File: config.mk
export PLATFORM = sky130hd
export DESIGN_NAME = usr_seq_ctrl_flat
export DESIGN_NICKNAME = d
export VERILOG_FILES = /design/src/rtl/usr_seq_ctrl_if.sv /design/src/rtl/usr_seq_ctrl.sv /design/src/flat_wrapper.sv
export SDC_FILE = /design/constraint.sdc
export NUM_CORES = 1
export LEC_CHECK = 0
export BUFFER_PORTS_ARGS = -buffer_cell sky130_fd_sc_hd__buf_4
export CAP_MARGIN = 40
export CORE_MARGIN = 3
export CORE_UTILIZATION = 35
export DETAILED_ROUTE_END_ITERATION = 16
export GPL_TIMING_DRIVEN = 0
export PLACE_DENSITY = 0.64
export SLEW_MARGIN = 25
export SYNTH_ARGS = -nofsm -noshare
export SYNTH_HDL_FRONTEND = slang
export SYNTH_SLANG_ARGS = --single-unit
File: constraint.sdc
create_clock -name clk -period 1.5 [get_ports clk]
set_input_delay 0.3 -clock clk [delete_from_list [all_inputs] [get_ports clk]]
set_output_delay 0.3 -clock clk [all_outputs]
set_load 0.03 [all_outputs]
File: src/rtl/usr_seq_ctrl_if.sv
// Command, serial stream and usr control bundle for usr_seq_ctrl.
// slave = sequencer side, master = command source / usr side.
interface usr_seq_ctrl_if #(
  parameter int WIDTH = 4
);
  logic             cmd_valid;
  logic             cmd_ready;
  logic [1:0]       cmd_mode;
  logic [WIDTH-1:0] cmd_data;
  logic             ser_out;
  logic             ser_out_valid;
  logic             ser_in;
  logic             ser_in_req;
  logic [WIDTH-1:0] rx_data;
  logic             rx_valid;
  logic             busy;
  logic             s1;
  logic             s0;
  logic [WIDTH-1:0] usr_data;
  logic             usr_msb_in;
  logic             usr_lsb_in;
  logic [WIDTH-1:0] usr_q;
  logic             usr_msb_out;
  logic             usr_lsb_out;

  modport slave (
    input  cmd_valid, cmd_mode, cmd_data,
    input  ser_in, usr_q,
    input  usr_msb_out, usr_lsb_out,
    output cmd_ready, ser_out, ser_out_valid,
    output ser_in_req, rx_data, rx_valid,
    output busy, s1, s0, usr_data,
    output usr_msb_in, usr_lsb_in
  );

  modport master (
    output cmd_valid, cmd_mode, cmd_data,
    output ser_in, usr_q,
    output usr_msb_out, usr_lsb_out,
    input  cmd_ready, ser_out, ser_out_valid,
    input  ser_in_req, rx_data, rx_valid,
    input  busy, s1, s0, usr_data,
    input  usr_msb_in, usr_lsb_in
  );
endinterface

File: src/rtl/usr_seq_ctrl.sv
// Sequencer driving a universal shift register: load-then-serialise
// transmit and shift-then-capture receive, in either direction.
module usr_seq_ctrl #(
  parameter int   WIDTH = 4,
  parameter logic FILL  = 1'b0
) (
  input logic           clk,
  input logic           rst,
  usr_seq_ctrl_if.slave io
);
  localparam int CW = $clog2(WIDTH) + 1;

  typedef enum logic [2:0] {
    IDLE,
    LOAD,
    TX_SHIFT,
    RX_SHIFT,
    CAPTURE
  } state_e;

  state_e           state_q;
  logic [CW-1:0]    cnt_q;
  logic [CW-1:0]    cnt_d;
  logic [1:0]       mode_q;
  logic [WIDTH-1:0] data_q;
  logic [WIDTH-1:0] rx_data_q;
  logic             rx_valid_q;
  logic             ready_q;
  logic             busy_q;
  logic             sov_q;
  logic             req_q;
  logic [1:0]       s_q;
  logic             last;
  logic             left;
  logic [1:0]       shift_s;

  always_comb begin
    cnt_d   = cnt_q + 1'b1;
    last    = (cnt_q == CW'(WIDTH - 1));
    left    = mode_q[0];
    shift_s = left ? 2'b10 : 2'b01;
  end

  always_ff @(posedge clk) begin
    if (rst) begin
      state_q    <= IDLE;
      cnt_q      <= '0;
      mode_q     <= '0;
      data_q     <= '0;
      rx_data_q  <= '0;
      rx_valid_q <= 1'b0;
      ready_q    <= 1'b1;
      busy_q     <= 1'b0;
      sov_q      <= 1'b0;
      req_q      <= 1'b0;
      s_q        <= 2'b00;
    end else begin
      rx_valid_q <= 1'b0;
      unique case (state_q)
        IDLE: begin
          if (io.cmd_valid) begin
            mode_q  <= io.cmd_mode;
            data_q  <= io.cmd_data;
            cnt_q   <= '0;
            ready_q <= 1'b0;
            busy_q  <= 1'b1;
            if (io.cmd_mode[1]) begin
              state_q <= RX_SHIFT;
              req_q   <= 1'b1;
              s_q     <= io.cmd_mode[0]
                         ? 2'b10 : 2'b01;
            end else begin
              state_q <= LOAD;
              s_q     <= 2'b11;
            end
          end
        end
        LOAD: begin
          state_q <= TX_SHIFT;
          cnt_q   <= '0;
          s_q     <= shift_s;
          sov_q   <= 1'b1;
        end
        TX_SHIFT: begin
          cnt_q <= cnt_d;
          if (last) begin
            state_q <= IDLE;
            s_q     <= 2'b00;
            sov_q   <= 1'b0;
            busy_q  <= 1'b0;
            ready_q <= 1'b1;
          end
        end
        RX_SHIFT: begin
          cnt_q <= cnt_d;
          if (last) begin
            state_q <= CAPTURE;
            s_q     <= 2'b00;
            req_q   <= 1'b0;
          end
        end
        CAPTURE: begin
          rx_data_q  <= io.usr_q;
          rx_valid_q <= 1'b1;
          state_q    <= IDLE;
          busy_q     <= 1'b0;
          ready_q    <= 1'b1;
        end
        default: begin
          state_q <= IDLE;
          s_q     <= 2'b00;
          sov_q   <= 1'b0;
          req_q   <= 1'b0;
          busy_q  <= 1'b0;
          ready_q <= 1'b1;
        end
      endcase
    end
  end

  // Serial taps follow the live usr ends; only the active side sees ser_in.
  assign io.ser_out = sov_q &
    (left ? io.usr_msb_out : io.usr_lsb_out);
  assign io.usr_msb_in =
    (req_q && !left) ? io.ser_in : FILL;
  assign io.usr_lsb_in =
    (req_q && left) ? io.ser_in : FILL;

  assign io.cmd_ready     = ready_q;
  assign io.ser_out_valid = sov_q;
  assign io.ser_in_req    = req_q;
  assign io.rx_data       = rx_data_q;
  assign io.rx_valid      = rx_valid_q;
  assign io.busy          = busy_q;
  assign io.s1            = s_q[1];
  assign io.s0            = s_q[0];
  assign io.usr_data      = data_q;
endmodule

File: src/flat_wrapper.sv
// flat-port wrapper written by rule: the top's interface ports become plain ports
module usr_seq_ctrl_flat 
#(
  parameter int   WIDTH = 4,
  parameter logic FILL  = 1'b0
)
  (clk, rst, io_cmd_valid, io_cmd_mode, io_cmd_data, io_ser_in, io_usr_q, io_usr_msb_out, io_usr_lsb_out, io_cmd_ready, io_ser_out, io_ser_out_valid, io_ser_in_req, io_rx_data, io_rx_valid, io_busy, io_s1, io_s0, io_usr_data, io_usr_msb_in, io_usr_lsb_in);
  usr_seq_ctrl_if #(.WIDTH(WIDTH)) io_i ();
  input logic clk;
  input logic rst;
  input wire logic [$bits(io_i.cmd_valid)-1:0] io_cmd_valid;
  input wire logic [$bits(io_i.cmd_mode)-1:0] io_cmd_mode;
  input wire logic [$bits(io_i.cmd_data)-1:0] io_cmd_data;
  input wire logic [$bits(io_i.ser_in)-1:0] io_ser_in;
  input wire logic [$bits(io_i.usr_q)-1:0] io_usr_q;
  input wire logic [$bits(io_i.usr_msb_out)-1:0] io_usr_msb_out;
  input wire logic [$bits(io_i.usr_lsb_out)-1:0] io_usr_lsb_out;
  output wire logic [$bits(io_i.cmd_ready)-1:0] io_cmd_ready;
  output wire logic [$bits(io_i.ser_out)-1:0] io_ser_out;
  output wire logic [$bits(io_i.ser_out_valid)-1:0] io_ser_out_valid;
  output wire logic [$bits(io_i.ser_in_req)-1:0] io_ser_in_req;
  output wire logic [$bits(io_i.rx_data)-1:0] io_rx_data;
  output wire logic [$bits(io_i.rx_valid)-1:0] io_rx_valid;
  output wire logic [$bits(io_i.busy)-1:0] io_busy;
  output wire logic [$bits(io_i.s1)-1:0] io_s1;
  output wire logic [$bits(io_i.s0)-1:0] io_s0;
  output wire logic [$bits(io_i.usr_data)-1:0] io_usr_data;
  output wire logic [$bits(io_i.usr_msb_in)-1:0] io_usr_msb_in;
  output wire logic [$bits(io_i.usr_lsb_in)-1:0] io_usr_lsb_in;
  assign io_i.cmd_valid = io_cmd_valid;
  assign io_i.cmd_mode = io_cmd_mode;
  assign io_i.cmd_data = io_cmd_data;
  assign io_i.ser_in = io_ser_in;
  assign io_i.usr_q = io_usr_q;
  assign io_i.usr_msb_out = io_usr_msb_out;
  assign io_i.usr_lsb_out = io_usr_lsb_out;
  assign io_cmd_ready = io_i.cmd_ready;
  assign io_ser_out = io_i.ser_out;
  assign io_ser_out_valid = io_i.ser_out_valid;
  assign io_ser_in_req = io_i.ser_in_req;
  assign io_rx_data = io_i.rx_data;
  assign io_rx_valid = io_i.rx_valid;
  assign io_busy = io_i.busy;
  assign io_s1 = io_i.s1;
  assign io_s0 = io_i.s0;
  assign io_usr_data = io_i.usr_data;
  assign io_usr_msb_in = io_i.usr_msb_in;
  assign io_usr_lsb_in = io_i.usr_lsb_in;
  usr_seq_ctrl #(.WIDTH(WIDTH), .FILL(FILL)) u_core (.clk(clk), .rst(rst), .io(io_i));
endmodule
==> results by group <==
Critical path
  • CP Class: flop to flop
  • Crit end category: flop
  • CP Data Required Time: 1750 ps
  • Setup crit start kind: flop
  • CP max FO: 6
  • Data arrival time of the critical path: 1730 ps

GRT
  • Largest net degree at the start of global routing: 14
  • Gr usage total: 0.143
  • First-pass GRT wire length: 3820 microns
  • M2 GR Usage: 0.227
  • Initial antenna violation count: 0
  • Global routing usage on met3: 0.0305
  • Vias in the first global route: 845
  • GR met1 Demand/Resource: 0.187
  • GR peak layer: met2
  • Global route overflow: 0

STA
  • Unrepaired setup endpoints after global routing: true
  • Fmax achieved: 0.676 GHz
  • Actual slew at the worst max-slew pin: 551 ps
  • Slew HR: 0.631
  • Final Hold Vio Count: 0
  • Fin crit share: 0.987
  • # setup viols final: 0
  • Setup TNS: 0 ps
  • Final clock skew: 6.65 ps
  • Max-slew violations: 0
  • Fin crit period: 1480 ps

Clocking
  • CTS buffer count: 3
  • CTS tree: done
  • Latest clock arrival within the worst-skew pair: 310 ps
  • Clk buf depth: 2
  • CTS root buf: clkbuf_4
  • Clock-pin slew on the worst setup and hold paths: 130 ps
  • Sink count of the clock tree: 22
  • H-tree depth: 1

Place
  • Gpl congestion: 0.804
  • I/O Buffers: 33
  • Detailed Place HPWL: 1640 microns

Drt
  • Detailed Route WL: 2290 microns
  • Vias: 897
  • Vias per cell: 5.01
  • Detailed Routing Iterations Pass 1: 4
  • Post-route ant nets: 0
  • Avg WL per Cell: 12.8 microns
  • # DRC: 0
  • Starting DRT DRC Count: 15

Logic synthesis
  • Number of synthesized flops with an enable pin: 0
  • Mapped Cells: 108
  • Register area share after synthesis: 0.446
  • Avg Cell Area, Syn: 9.14 sq um
  • Top cells by area, synth: dfxtp_1 (45%), mux2i_1 (9.1%), nor2_1 (8.0%)
  • Synth Cell Area: 987 sq um
  • Yosys synthesis warning count: 0
  • Synth top area share: 0.446
  • Synth Flop Type: dfxtp_1
  • Net Count, Synth: 126
  • Post-synth top area cell: dfxtp_1
  • Asr flop ratio synth: 0
  • Flops & latches, synth: 22
  • Cell variety after synth: 30

Cells and area
  • Area Overhead vs Synth: 40.6%
  • Most frequent cells in the layout: buf_4 (38), nor2_1 (21), dfxtp_1 (19)
  • N_diodes: 0
  • Commonest non-fill, non-tap cell in the layout: buf_4
  • Nets: 168
  • Post-layout util: 0.540
  • Layout fillers: 263
  • Share of post-route cells with drive strength above 1: 0.369

Status
  • Status: complete, no violations

Power and ir drop
  • Leak: 0.599 nW
  • Pwr/cell area: 1020 nW/um^2
  • VDD IR max: 0.000586 V

Worst hold path
  • Type of the worst min-delay path: input port to flop

Die
  • Die H: 59.1 microns
  • Row count: 18
  • Starting Density: 0.385
  • Die W: 59.1 microns
  • Ports: 34
  • Core area: 2570 sq um
  • Die Area: 3490 sq um

Flow run
  • Max Cap Viol: 0
-- area by class of cell --
type / instances / area [sq um] / share of cell area
flip-flops and latches: 22 / 444 / 0.320
well taps: 30 / 37.5 / 0.0271
plain buffers: 5 / 31.3 / 0.0225
clock buffers: 3 / 22.5 / 0.0162
repair buffers: 37 / 278 / 0.200
clock inverters: 1 / 30.0 / 0.0216
inverters: 4 / 15.0 / 0.0108
multi-input cells: 77 / 529 / 0.381
-- flip-flops by register name, indices dropped and copies added, names as in the netlist, 2 cells and up --
signal              flops
u_core.cnt_q            3
u_core.io.rx_data       4
u_core.s_q              2
u_core.state_q          3
u_core.io.usr_data      4
-- through the flow --
stage | total power (W) | cell area [sq um] | setup slack [ps] | hold slack (ps) | cells
6_report | 0.00142 | 1390 | 19.9 | 182 | 179
5_1_grt | 0.00149 | 1390 | -86.4 | 180 | 179
4_1_cts | 0.00142 | 1340 | 12.2 | 171 | 175
3_5_place_dp | 0.000960 | 1270 | -85.3 | 453 | 171
3_3_place_gp | 0.000954 | 1270 | -79.1 | 445 | 171
2_1_floorplan | 0.000851 | 987 | 50.2 | 392 | 108
-- path summary, 6_finish.rpt --
path	slack, ps	end	start	depth (start not counted)
hold reg to reg	470	u_core.io.rx_data[2]	u_core.io.rx_data[2]	2
hold / removal	180	u_core.state_q[1]	rst	2
setup reg to reg	20	u_core.io.busy	u_core.cnt_q[0]	6
setup / recovery	20	u_core.io.busy	u_core.cnt_q[0]	6
-- synthesized netlist by cell type (all sizes together) (2+ instances only) --
cell type	n
dfxtp	22
nor2	21
a21oi	9
mux2i	9
nand2	7
nand3	5
inv	4
nor3	4
a2111oi	3
a2bb2oi	3
buf	3
nand2b	3
clkbuf	2
ha	2
nor2b	2
-- layer usage --
metal / vias up / wire length (microns)
li1: 458 / -
met1: 411 / 1050
met2: 26 / 1090
met3: 2 / 138
met4: 0 / 15
met5: - / 0
-- kinds of logic (layout without fill, tap and decap cells) --
| logic type | after synthesis | count (layout) | share of synthesized area |
|---|---|---|---|
| AO/OA/AOI/OAI | 19 | 19 | 0.147 |
| adder cells (fa/ha/maj) | 2 | 2 | 0.0253 |
| buffers and inverters | 9 | 50 | 0.0469 |
| flip-flops | 22 | 22 | 0.446 |
| multiplexers | 9 | 9 | 0.0913 |
| AND/OR/NAND/NOR | 47 | 47 | 0.243 |
-- worst max-delay path, cell delays in order, from the launching register on --
cell and delay, ps:
dfxtp_2 360, ha_4 160, ha_4 180, mux2i_1 140, nor2_1 80, or3b_1 390, a21oi_2 120
-- where the power goes --
part	switching [W]	internal, W	leakage [nW]
registers	0.0000316	0.000620	0.181
logic	0.000166	0.000146	0.389
clock network	0.000185	0.000270	0.0279
total	0.000383	0.00104	0.599
-- timing repair --
item / CTS / global route
gates resized for setup: 5 / 3
hold buffers: 0 / 0
setup endpoints to repair: 2 / 10
buffers inserted: 0 / 4
pin swaps: 0 / 5
Note: power is estimated with default switching activity, not from simulation.
